File: config.mk
export PLATFORM = sky130hd
export DESIGN_NAME = des_key_schedule
export DESIGN_NICKNAME = d
export VERILOG_FILES = /design/src/rtl/des_key_schedule.sv
export SDC_FILE = /design/constraint.sdc
export NUM_CORES = 1
export LEC_CHECK = 0
export ABC_AREA = 0
export ABC_CLOCK_PERIOD_IN_PS = 2300
export BUFFER_PORTS_ARGS = -buffer_cell sky130_fd_sc_hd__buf_2
export CAP_MARGIN = 0
export CORE_MARGIN = 2
export CORE_UTILIZATION = 30
export DETAILED_ROUTE_END_ITERATION = 8
export SLEW_MARGIN = 40
export SYNTH_ARGS = -nofsm -noshare
export SYNTH_HDL_FRONTEND = slang
export SYNTH_SLANG_ARGS = --single-unit
File: constraint.sdc
create_clock -name clk -period 2.3 [get_ports clk]
set_input_delay 0.345 -clock clk [delete_from_list [all_inputs] [get_ports clk]]
set_output_delay 0.345 -clock clk [all_outputs]
set_load 0.02 [all_outputs]
File: src/rtl/des_key_schedule.sv
// Sequential DES key schedule: PC1 on key load, then one PC2 round key per handshake.
// Optional DES_KEY_PARITY_CHECK_EN rejects keys with any even-parity byte.
module des_key_schedule #(
  parameter int unsigned ROUNDS = 16
) (
  input  logic        clk,
  input  logic        rst,
  input  logic        key_valid,
  output logic        key_ready,
  input  logic [1:64] key,
  input  logic        decrypt,
  output logic        rk_valid,
  input  logic        rk_ready,
  output logic [1:48] rk,
  output logic [3:0]  rk_round,
  output logic        rk_last,
  output logic        parity_err
);

  localparam int unsigned HALF_W = 28;
  localparam int unsigned CNT_W  = 5;

  typedef enum logic {IDLE, RUN} state_t;

  localparam int unsigned PC1_TAB [56] = '{
    57, 49, 41, 33, 25, 17,  9,
     1, 58, 50, 42, 34, 26, 18,
    10,  2, 59, 51, 43, 35, 27,
    19, 11,  3, 60, 52, 44, 36,
    63, 55, 47, 39, 31, 23, 15,
     7, 62, 54, 46, 38, 30, 22,
    14,  6, 61, 53, 45, 37, 29,
    21, 13,  5, 28, 20, 12,  4
  };

  localparam int unsigned PC2_TAB [48] = '{
    14, 17, 11, 24,  1,  5,
     3, 28, 15,  6, 21, 10,
    23, 19, 12,  4, 26,  8,
    16,  7, 27, 20, 13,  2,
    41, 52, 31, 37, 47, 55,
    30, 40, 51, 45, 33, 48,
    44, 49, 39, 56, 34, 53,
    46, 42, 50, 36, 29, 32
  };

  function automatic logic [1:56] pc1(input logic [1:64] k);
    logic [1:56] r;
    r = '0;
    for (int i = 0; i < 56; i++) r[6'(i + 1)] = k[7'(PC1_TAB[i])];
    return r;
  endfunction

  function automatic logic [1:48] pc2(input logic [1:56] cd);
    logic [1:48] r;
    r = '0;
    for (int i = 0; i < 48; i++) r[6'(i + 1)] = cd[6'(PC2_TAB[i])];
    return r;
  endfunction

  // Rounds 1, 2, 9 and 16 rotate by one; all others by two.
  function automatic logic shift_two(input logic [CNT_W-1:0] n);
    return !((n == 5'd1) || (n == 5'd2) || (n == 5'd9) || (n == 5'd16));
  endfunction

  function automatic logic [HALF_W-1:0] rotl(input logic [HALF_W-1:0] x, input logic two);
    return two ? {x[HALF_W-3:0], x[HALF_W-1:HALF_W-2]} : {x[HALF_W-2:0], x[HALF_W-1]};
  endfunction

  function automatic logic [HALF_W-1:0] rotr(input logic [HALF_W-1:0] x, input logic two);
    return two ? {x[1:0], x[HALF_W-1:2]} : {x[0], x[HALF_W-1:1]};
  endfunction

  state_t              state_q;
  logic [HALF_W-1:0]   c_q, d_q, c_d, d_d;
  logic [CNT_W-1:0]    cnt_q, cnt_d;
  logic [CNT_W-1:0]    emit_q, emit_d;
  logic                dec_q;
  logic                key_ready_q, rk_valid_q, rk_last_q;
  logic [3:0]          rk_round_q;
  logic [1:56]         pc1_cd;
  logic [HALF_W-1:0]   c0, d0;
  logic                parity_ok;
  logic                accept, advance, finish;

  assign pc1_cd = pc1(key);
  assign c0     = pc1_cd[1:28];
  assign d0     = pc1_cd[29:56];

`ifdef DES_KEY_PARITY_CHECK_EN
  function automatic logic odd_parity_ok(input logic [1:64] k);
    logic ok;
    ok = 1'b1;
    for (int b = 0; b < 8; b++) if (!(^k[7'(8 * b + 1) +: 8])) ok = 1'b0;
    return ok;
  endfunction

  logic parity_err_q;

  assign parity_ok = odd_parity_ok(key);

  // Every attempt in IDLE updates the flag: set on reject, cleared on clean accept.
  always_ff @(posedge clk) begin
    if (rst) begin
      parity_err_q <= 1'b0;
    end else if (key_valid && key_ready_q) begin
      parity_err_q <= !parity_ok;
    end
  end

  assign parity_err = parity_err_q;
`else
  logic unused_parity_bits;

  assign unused_parity_bits = ^{key[8], key[16], key[24], key[32],
                                key[40], key[48], key[56], key[64]};
  assign parity_ok  = 1'b1;
  assign parity_err = 1'b0;
`endif

  assign accept  = key_valid && key_ready_q && parity_ok;
  assign advance = rk_valid_q && rk_ready && !rk_last_q;
  assign finish  = rk_valid_q && rk_ready && rk_last_q;

  // Next C/D and counters: decrypt starts at K16 (full rotation) and rotates right.
  always_comb begin
    c_d    = c_q;
    d_d    = d_q;
    cnt_d  = cnt_q;
    emit_d = emit_q;
    if (accept) begin
      emit_d = 5'd1;
      if (decrypt) begin
        c_d   = c0;
        d_d   = d0;
        cnt_d = 5'd16;
      end else begin
        c_d   = rotl(c0, 1'b0);
        d_d   = rotl(d0, 1'b0);
        cnt_d = 5'd1;
      end
    end else if (advance) begin
      emit_d = emit_q + 5'd1;
      if (dec_q) begin
        c_d   = rotr(c_q, shift_two(cnt_q));
        d_d   = rotr(d_q, shift_two(cnt_q));
        cnt_d = cnt_q - 5'd1;
      end else begin
        cnt_d = cnt_q + 5'd1;
        c_d   = rotl(c_q, shift_two(cnt_q + 5'd1));
        d_d   = rotl(d_q, shift_two(cnt_q + 5'd1));
      end
    end
  end

  always_ff @(posedge clk) begin
    if (rst) begin
      state_q     <= IDLE;
      c_q         <= '0;
      d_q         <= '0;
      cnt_q       <= '0;
      emit_q      <= '0;
      dec_q       <= 1'b0;
      key_ready_q <= 1'b1;
      rk_valid_q  <= 1'b0;
      rk_last_q   <= 1'b0;
      rk_round_q  <= '0;
    end else begin
      c_q    <= c_d;
      d_q    <= d_d;
      cnt_q  <= cnt_d;
      emit_q <= emit_d;
      if (accept || advance) begin
        rk_round_q <= 4'(cnt_d - 5'd1);
        rk_last_q  <= (emit_d == 5'(ROUNDS));
      end
      case (state_q)
        IDLE: begin
          if (accept) begin
            state_q     <= RUN;
            dec_q       <= decrypt;
            key_ready_q <= 1'b0;
            rk_valid_q  <= 1'b1;
          end
        end
        RUN: begin
          if (finish) begin
            state_q     <= IDLE;
            key_ready_q <= 1'b1;
            rk_valid_q  <= 1'b0;
            rk_last_q   <= 1'b0;
          end
        end
        default: state_q <= IDLE;
      endcase
    end
  end

  assign rk        = pc2({c_q, d_q});
  assign key_ready = key_ready_q;
  assign rk_valid  = rk_valid_q;
  assign rk_round  = rk_round_q;
  assign rk_last   = rk_last_q;

endmodule

==> results of run 1 <==
==> cells by family after synthesis <==
logic type / Yosys count
AO/OA/AOI/OAI: 176
XOR/XNOR: 11
adder cells (fa/ha/maj): 8
buffers and inverters: 114
flip-flops: 75
multiplexers: 55
other: 1
AND/OR/NAND/NOR: 443
==> cell type report <==
cell class	count	area, um2	share of cell area, %
inverter	2	7.51	0.110
sequential	75	1510	22.0
clock inverter	5	36.3	0.531
clock buffer	11	243	3.55
tap	265	332	4.85
multi-input combinational	711	3940	57.6
timing repair buffer	106	773	11.3
==> flip-flops by register name, indices dropped and copies added (netlist names) <==
register and count:
c_q 28, cnt_q 5, d_q 28, dec_q 1, emit_q 5, key_ready 1, rk_last 1, rk_round 4
rk_valid 1, state_q 1
==> cell usage in the layout (no fill, tap or decap), types with 3 or more instances in the layout <==
master	instances
xor2_1	4
o21ai_1	20
nor3b_1	3
a21boi_0	3
and2_1	3
buf_4	21
nor2_1	104
conb_1	18
nand3_1	26
a31oi_1	11
buf_2	73
nand2_1	178
buf_12	10
dfxtp_1	73
clkinvlp_4	3
nand4b_1	4
mux2_2	4
or4bb_1	3
ha_1	7
clkbuf_16	11
o21ai_0	56
xnor2_1	7
nor4_1	8
a211oi_1	6
nor3_1	10
o22ai_1	4
and3_1	46
mux2i_1	51
a21oi_1	61
nand3b_1	24
nand2b_1	23
==> per-stage QoR <==
stage	cells	utilization, %	power [mW]	TNS, ns	setup WS [ns]
finish	1175	34.9	4.59	0	0.101
global route	1175	34.9	4.88	-0.0177	-0.0177
CTS	1171	34.4	4.55	0	0.0498
detailed placement	1155	33.0	3.16	0	0.0740
global placement	1155	33.0	3.15	0	0.145
floorplan	900	-	2.82	0	0.150
==> power by group through the flow <==
stage / Combinational [mW] / Sequential, mW / Clock [mW]
4_1_cts: 1.54 / 1.59 / 1.41
6_report: 1.62 / 1.60 / 1.38
3_5_place_dp: 1.54 / 1.62 / 0
5_1_grt: 1.80 / 1.62 / 1.46
2_1_floorplan: 1.24 / 1.57 / 0
3_3_place_gp: 1.52 / 1.62 / 0
==> worst register-to-register path, delay by kind of cell (launching register included) <==
| family | cells | cell delay [ns] |
|---|---|---|
| xor+xnor | 1 | 0.18 |
| simple gates | 3 | 0.50 |
| flops | 1 | 0.39 |
| buf+inv | 2 | 0.30 |
| mux | 1 | 0.38 |
| fa+ha+maj | 1 | 0.18 |
| compound gates | 1 | 0.19 |
==> layer usage <==
layer	routed length, um	vias up	share of wire, %
li1	-	3025	-
met1	8180	2820	48
met2	7750	152	46
met3	797	14	4.7
met4	189	0	1.1
met5	0	-	0
==> worst min path at each step <==
stage	startpoint	end	slack, ns	depth (start not counted)
after floorplan	emit_q[4]$_SDFF_PP0_	emit_q[4]$_SDFF_PP0_	0.47	2
after global placement	rk_round[3]$_SDFFE_PP0N_	rk_round[3]$_SDFFE_PP0N_	0.47	2
after detailed placement	rk_round[3]$_SDFFE_PP0N_	rk_round[3]$_SDFFE_PP0N_	0.47	2
after CTS	rk_ready	key_ready$_SDFFE_PP1P_	0.39	3
after global routing	rk_ready	key_ready$_SDFFE_PP1P_	0.43	3
final	rk_ready	key_ready$_SDFFE_PP1P_	0.39	3
==> timing repair <==
| action | 4_1_cts | 5_1_grt |
|---|---|---|
| buffers inserted | 0 | 2 |
| resized for setup | 0 | 3 |
| setup endpoints to repair | 0 | 23 |
==> summary.md, run 1 <==
| Metric | Value |
|---|---|
| Outcome | `finished clean` |
| Worst Path Buf+Inv | `2` |
| Grt met2 use | `between 20% and 30%` |
| VDD IR max | `roughly 0.00042 V` |
| Crit-path cells | `ha_4 > nand3_2 > xnor2_1 > mux2_2 > a21oi_4 > buf_12 > buf_12 > and3b_1 > nor3_1` |
| Comb pwr share | `about a third` |
| Syn avg cell area | `~6.8 um2` |
| FP Rows | `slightly above 50` |
| Yosys top cell by area | `dfxtp_1` |
| Mux contribution to synthesized area | `a little under a tenth` |
| Antenna viol nets, final | `0` |
| Grt met3 use | `slightly below 3%` |
| Hold_buf cts | `0` |
| Critical Path Sink | `d_q[1]$_SDFFE_PP0N_` |
| Post-synthesis adder-cell area fraction | `roughly 1.7%` |
| Worst Tran Pin Value | `0.553 ns` |
| Pwr dens | `672 mW/mm2` |
| Crit path required time | `2.56 ns` |
| Fin. Hold Viols | `0` |
| Largest family of logic cells by synthesized area | `simple AND/OR/NAND/NOR gates` |
| Nets@finish | `just under 1,000` |
| Yosys reg bits | `75` |
| P_int | `between 2 and 3 mW` |
| Worst Hold Class | `in2reg` |
| R2r startpoint | `cnt_q[1]$_SDFF_PP0_` |
| Sequential fraction of the synthesis area | `~25%` |
| Psw | `roughly 1.8 mW` |
| Gp weighted congestion | `~0.79` |
| Post-route cell area | `~0.0068 mm2` |
| Vias | `6,011` |
| HPWL after detailed placement | `approximately 11,000 um` |
| Post-synth EDFFs | `0` |
| Crit path launch | `cnt_q[1]$_SDFF_PP0_` |
| Maximum clock path buffer count | `2` |
| Area grow syn2layout | `13.5%` |
| Worst r2r path cells | `9` |
| H-tree levels | `3` |
| DR DRC count | `0` |
| Min Clock Period, post-route | `approximately 2.2 ns` |
| Starting Density | `approximately 31%` |
| Most numerous cell in the Yosys netlist | `nand2_1` |
| Post-synthesis xor/xnor area fraction | `under 10%` |
| Die W | `146 um` |
| Grt peak-use layer | `met2` |
| Max_cap viols | `0` |
| Setup crit start kind | `flip-flop` |
| Largest net degree at the start of global routing | `63` |
| Crit-path max FO | `28` |
| Clock share of power | `30.0%` |
| Worst Clk Skew | `roughly 0.012 ns` |
| Vias in the first global route | `between 5,000 and 6,000` |
| Async SR Flop Fraction | `0%` |
| Worst R2R Setup Slack | `0.10 ns` |
| Fmax achieved | `around 450 MHz` |
| IO buf count | `73` |
| Synth Area in Simple Gates | `between 30% and 40%` |
| Post-synth top area share | `24.9%` |
| Vias/cell | `5.12` |
| Fin Hold WS | `slightly below 0.4 ns` |
| Area of the core | `0.0196 mm2` |
| Slew margin rel. | `a little over three fifths` |
| Worst setup path class | `reg2reg` |
| First-pass GRT wire length | `around 28,000 um` |
| CTS tree | `done` |
| P_leak | `2.95 nW` |
| Synth Flop Type | `dfxtp_1` |
| CTS Buf Count | `9` |
| Die area | `0.0212 mm2` |
| Mapped Area | `0.00602 mm2` |
| Top Ports | `125` |
| Detailed Route Iter0 Violations | `about 460` |
| Yosys warning total | `0` |
| WL final | `roughly 17,000 um` |
| N_diodes | `0` |
| List of most frequent post-synthesis cells | `nand2_1 (178), nor2_1 (104), dfxtp_1 (75), a21oi_1 (61), o21ai_0 (56)` |
| Initial antenna violation count | `0` |
| Synth area leaders | `dfxtp_1 (25%), nand2_1 (11%), mux2i_1 (8.5%), buf_4 (6.6%), nor2_1 (6.5%)` |
| Final Max Tran Viols | `0` |
| Mapped Cells | `~880` |
| Die height | `between 100 and 150 um` |
| Cell variety after synth | `54` |
| CP max stage delay | `around 0.39 ns` |
| Crit path max-delay family | `simple AND/OR/NAND/NOR gates` |
| WP data arrival | `~2.5 ns` |
| Met1 Use GR | `a little over a fifth` |
| Layout fillers | `about 2,100` |
| Clock root buffer master | `clkbuf_16` |
| Crit. path cell count | `9` |
| Router iterations before antenna repair | `5` |
| Final period util | `95.6%` |
| R2R Path End | `d_q[1]$_SDFFE_PP0N_` |
| Share of cells above drive strength 1 | `~15%` |
| Worst skew pair latency | `~0.35 ns` |
| Sw Ratio | `a little under two fifths` |
| Synth Area in Compound Gates | `between 10% and 20%` |
| Most used cell, CP | `buf_12` |
| Total track usage | `between 15 and 20%` |
| Kind of end point of the critical path | `flip-flop` |
| Crit path max-delay cell type | `dfxtp_1` |
| Clock Pin Slew Worst Setup and Hold Paths | `0.06 ns` |
| Part of the power in registers | `between 30% and 40%` |
| Dpl cell area | `0.00647 mm2` |
| Mean routed wirelength per cell | `14.4 um` |
| Overflow after GRT | `0` |
| Endpoints failing setup | `0` |
| Clock Sinks | `between 70 and 80` |
Note: power is estimated with default switching activity, not from simulation.
==> inputs of run 2 (changes only) <==
- ABC_CLOCK_PERIOD_IN_PS: 2300 -> 2400
- clock period: 2.3 -> 2.4 ns (I/O delays scaled with it)
==> run 2 against run 1 <==
Setup slack improved by 0.051 ns. Die area stayed put. Count of clock-buffer cells in the layout is 2 lower. Critical path depth stayed put. Sequential share of layout area hardly changed. Fmax fell by 2.2%.
==> summary.md, run 2 (synthesis results as in run 1) <==
| Metric | Value |
|---|---|
| First-pass GRT wire length | `27,300 um (-0.78%)` |
| Layout Cells excl Fill | `1,173 (-0.17%)` |
| Area of the core | `0.0196 mm2 (unchanged)` |
| R2R Path End | `c_q[24]$_SDFFE_PP0N_` |
| Worst R2R Setup Slack | `0.15 ns (+0.05 ns)` |
| Most common cell after layout, fill and taps aside | `nand2_1` |
| DR DRC count | `0 (unchanged)` |
| Kind of end point of the critical path | `flip-flop` |
| H-tree levels | `3 (unchanged)` |
| Layout fillers | `2,131 (+1.8%)` |
| Gp weighted congestion | `0.805 (+1.8%)` |
| Vias in the first global route | `5,394 (+1.3%)` |
| Area grow syn2layout | `13.5% (about the same)` |
| Die height | `146 um (unchanged)` |
| Util after Layout | `34.9% (about the same)` |
| Dpl cells | `1,153 (-0.17%)` |
| Worst r2r path cells | `9 (unchanged)` |
| Total track usage | `15.4% (-0.13 points)` |
| WHS Endpoint | `d_q[0]$_SDFFE_PP0N_` |
| HPWL after detailed placement | `11,000 um (about the same)` |
| R2r startpoint | `cnt_q[1]$_SDFF_PP0_` |
| Clock Sinks | `75 (unchanged)` |
| Setup crit start kind | `flip-flop` |
| Crit path required time | `2.62 ns (+0.06 ns)` |
| Die W | `146 um (unchanged)` |
| Final period util | `93.7% (-1.9 points)` |
| CTS Buf Count | `9 (unchanged)` |
| Setup total negative slack | `0 ns (unchanged)` |
| FP Rows | `51 (unchanged)` |
| VDD IR max | `0.000425 V (about the same)` |
| Crit-path max FO | `17 (-39%)` |
| Slew margin rel. | `61.5% (-1.6 points)` |
| Antenna viol nets, final | `0 (unchanged)` |
| Overflow after GRT | `0 (unchanged)` |
| Pwr dens | `671 mW/mm2 (-0.14%)` |
| Detailed Route Iter0 Violations | `378 (-17%)` |
| Largest net degree at the start of global routing | `66 (+4.8%)` |
| Vias/cell | `5.13 (+0.22%)` |
| Initial antenna violation count | `0 (unchanged)` |
| Hold Crit Start | `rst` |
| Die area | `0.0212 mm2 (unchanged)` |
| Max_cap viols | `0 (unchanged)` |
| WHS Path Cells | `4 (+1)` |
| Power Total | `4.59 mW (-0.16%)` |
| Router iterations before antenna repair | `5 (unchanged)` |
| Hold_buf cts | `0 (unchanged)` |
| Final Max Tran Viols | `0 (unchanged)` |
| Fmax achieved | `445 MHz (-2.2%)` |
| Starting Density | `30.7% (unchanged)` |
| Worst Hold Class | `in2reg` |
| Commonest non-fill, non-tap cells in the layout | `nand2_1 (178), nor2_1 (104), dfxtp_1 (73), buf_2 (73), a21oi_1 (61)` |
| WP data arrival | `2.47 ns (about the same)` |
| Maximum clock path buffer count | `2 (unchanged)` |
| Worst setup path class | `reg2reg` |
| Worst Tran Pin Value | `0.578 ns (+0.0245 ns)` |
| Min Clock Period, post-route | `2.25 ns (+0.0490 ns)` |
| Nets@finish | `980 (-0.20%)` |
| Worst Clk Skew | `0.00908 ns (-0.00276 ns)` |
| Worst skew pair latency | `0.35 ns (about the same)` |
| Vias | `6,014 (+0.050%)` |
| RSZ-0062 raised after global routing | `no` |
| Share of cells above drive strength 1 | `14.6% (-0.078 points)` |
| Endpoints failing setup | `0 (unchanged)` |
| N_diodes | `0 (unchanged)` |
| IO buf count | `73 (unchanged)` |
| Fin. Hold Viols | `0 (unchanged)` |
| Mean routed wirelength per cell | `14.4 um (-0.29%)` |
| WL final | `16,800 um (-0.46%)` |
| Biggest regs | `c_q: 28 flops, d_q: 28 flops` |
| Top Ports | `125 (unchanged)` |
| P_leak | `2.96 nW (+0.36%)` |
| Clock root buffer master | `clkbuf_16` |
| Outcome | `finished clean` |
| Clock Pin Slew Worst Setup and Hold Paths | `0.06 ns (about the same)` |
| CTS tree | `done` |
run 2: cell types whose count changed in the layout (fill, tap and decap cells not counted), sizes merged:
| cell | previous run | this run |
|---|---|---|
| bufinv | 0 | 2 |
| clkbuf | 13 | 11 |
| inv | 3 | 4 |
| buf | 104 | 102 |
| clkinvlp | 3 | 1 |
| clkinv | 1 | 2 |
run 2: power breakdown:
| part | internal (mW) | switching (mW) | leakage, nW |
|---|---|---|---|
| combinational | 0.607 | 0.925 | 2.19 |
| sequential | 1.36 | 0.162 | 0.616 |
| clock | 0.919 | 0.608 | 0.156 |
run 2: layout make-up:
type                       count  area, um2  share of cell area [%]
inverter                       2       7.51                   0.110
timing repair buffer         104        737                    10.8
tap                          265        332                    4.85
multi-input combinational    711       3930                    57.5
clock inverter                 7       98.8                    1.45
sequential                    75       1510                    22.0
clock buffer                   9        225                    3.29
run 2: per-layer routing:
| metal | global-route usage (%) | wire (um) | vias to the layer above | share of wire [%] |
|---|---|---|---|---|
| li1 | - | - | 3027 | - |
| met1 | 21.6 | 8220 | 2824 | 49 |
| met2 | 23.8 | 7580 | 146 | 45 |
| met3 | 3.13 | 812 | 17 | 4.8 |
| met4 | 4.36 | 224 | 0 | 1.3 |
| met5 | 0 | 0 | - | 0 |
run 2: repair_timing:
item | in CTS | in global routing
resized for setup | 0 | 3
buffers inserted | 0 | 2
endpoints found under the setup margin | 0 | 15
run 2: per-stage QoR:
step | hold slack, ns | worst slack [ns] | area, um2
after floorplan | 0.470 | 0.250 | 6090
after global placement | 0.467 | 0.221 | 6440
after detailed placement | 0.470 | 0.183 | 6440
after CTS | 0.403 | 0.161 | 6760
after global routing | 0.454 | 0.00929 | 6840
final | 0.395 | 0.152 | 6840
run 2: worst max-delay path by stage:
stage	cells after the start	slack [ns]	from	end
2_1_floorplan	9	0.25	cnt_q[0]$_SDFF_PP0_	c_q[26]$_SDFFE_PP0N_
3_3_place_gp	8	0.22	cnt_q[1]$_SDFF_PP0_	c_q[16]$_SDFFE_PP0N_
3_5_place_dp	8	0.18	cnt_q[1]$_SDFF_PP0_	d_q[1]$_SDFFE_PP0N_
4_1_cts	8	0.16	cnt_q[1]$_SDFF_PP0_	c_q[4]$_SDFFE_PP0N_
5_1_grt	10	0.009	cnt_q[0]$_SDFF_PP0_	d_q[24]$_SDFFE_PP0N_
6_report	9	0.15	cnt_q[1]$_SDFF_PP0_	c_q[24]$_SDFFE_PP0N_
run 2: worst max-delay path, cell delays in order (launching register included):
cell and delay, ns:
dfxtp_2 0.36, ha_2 0.22, nand3_2 0.13, xnor2_1 0.19
mux2_2 0.38, a21oi_4 0.25, buf_4 0.17, clkbuf_16 0.18
mux2i_1 0.18, o21ai_1 0.08
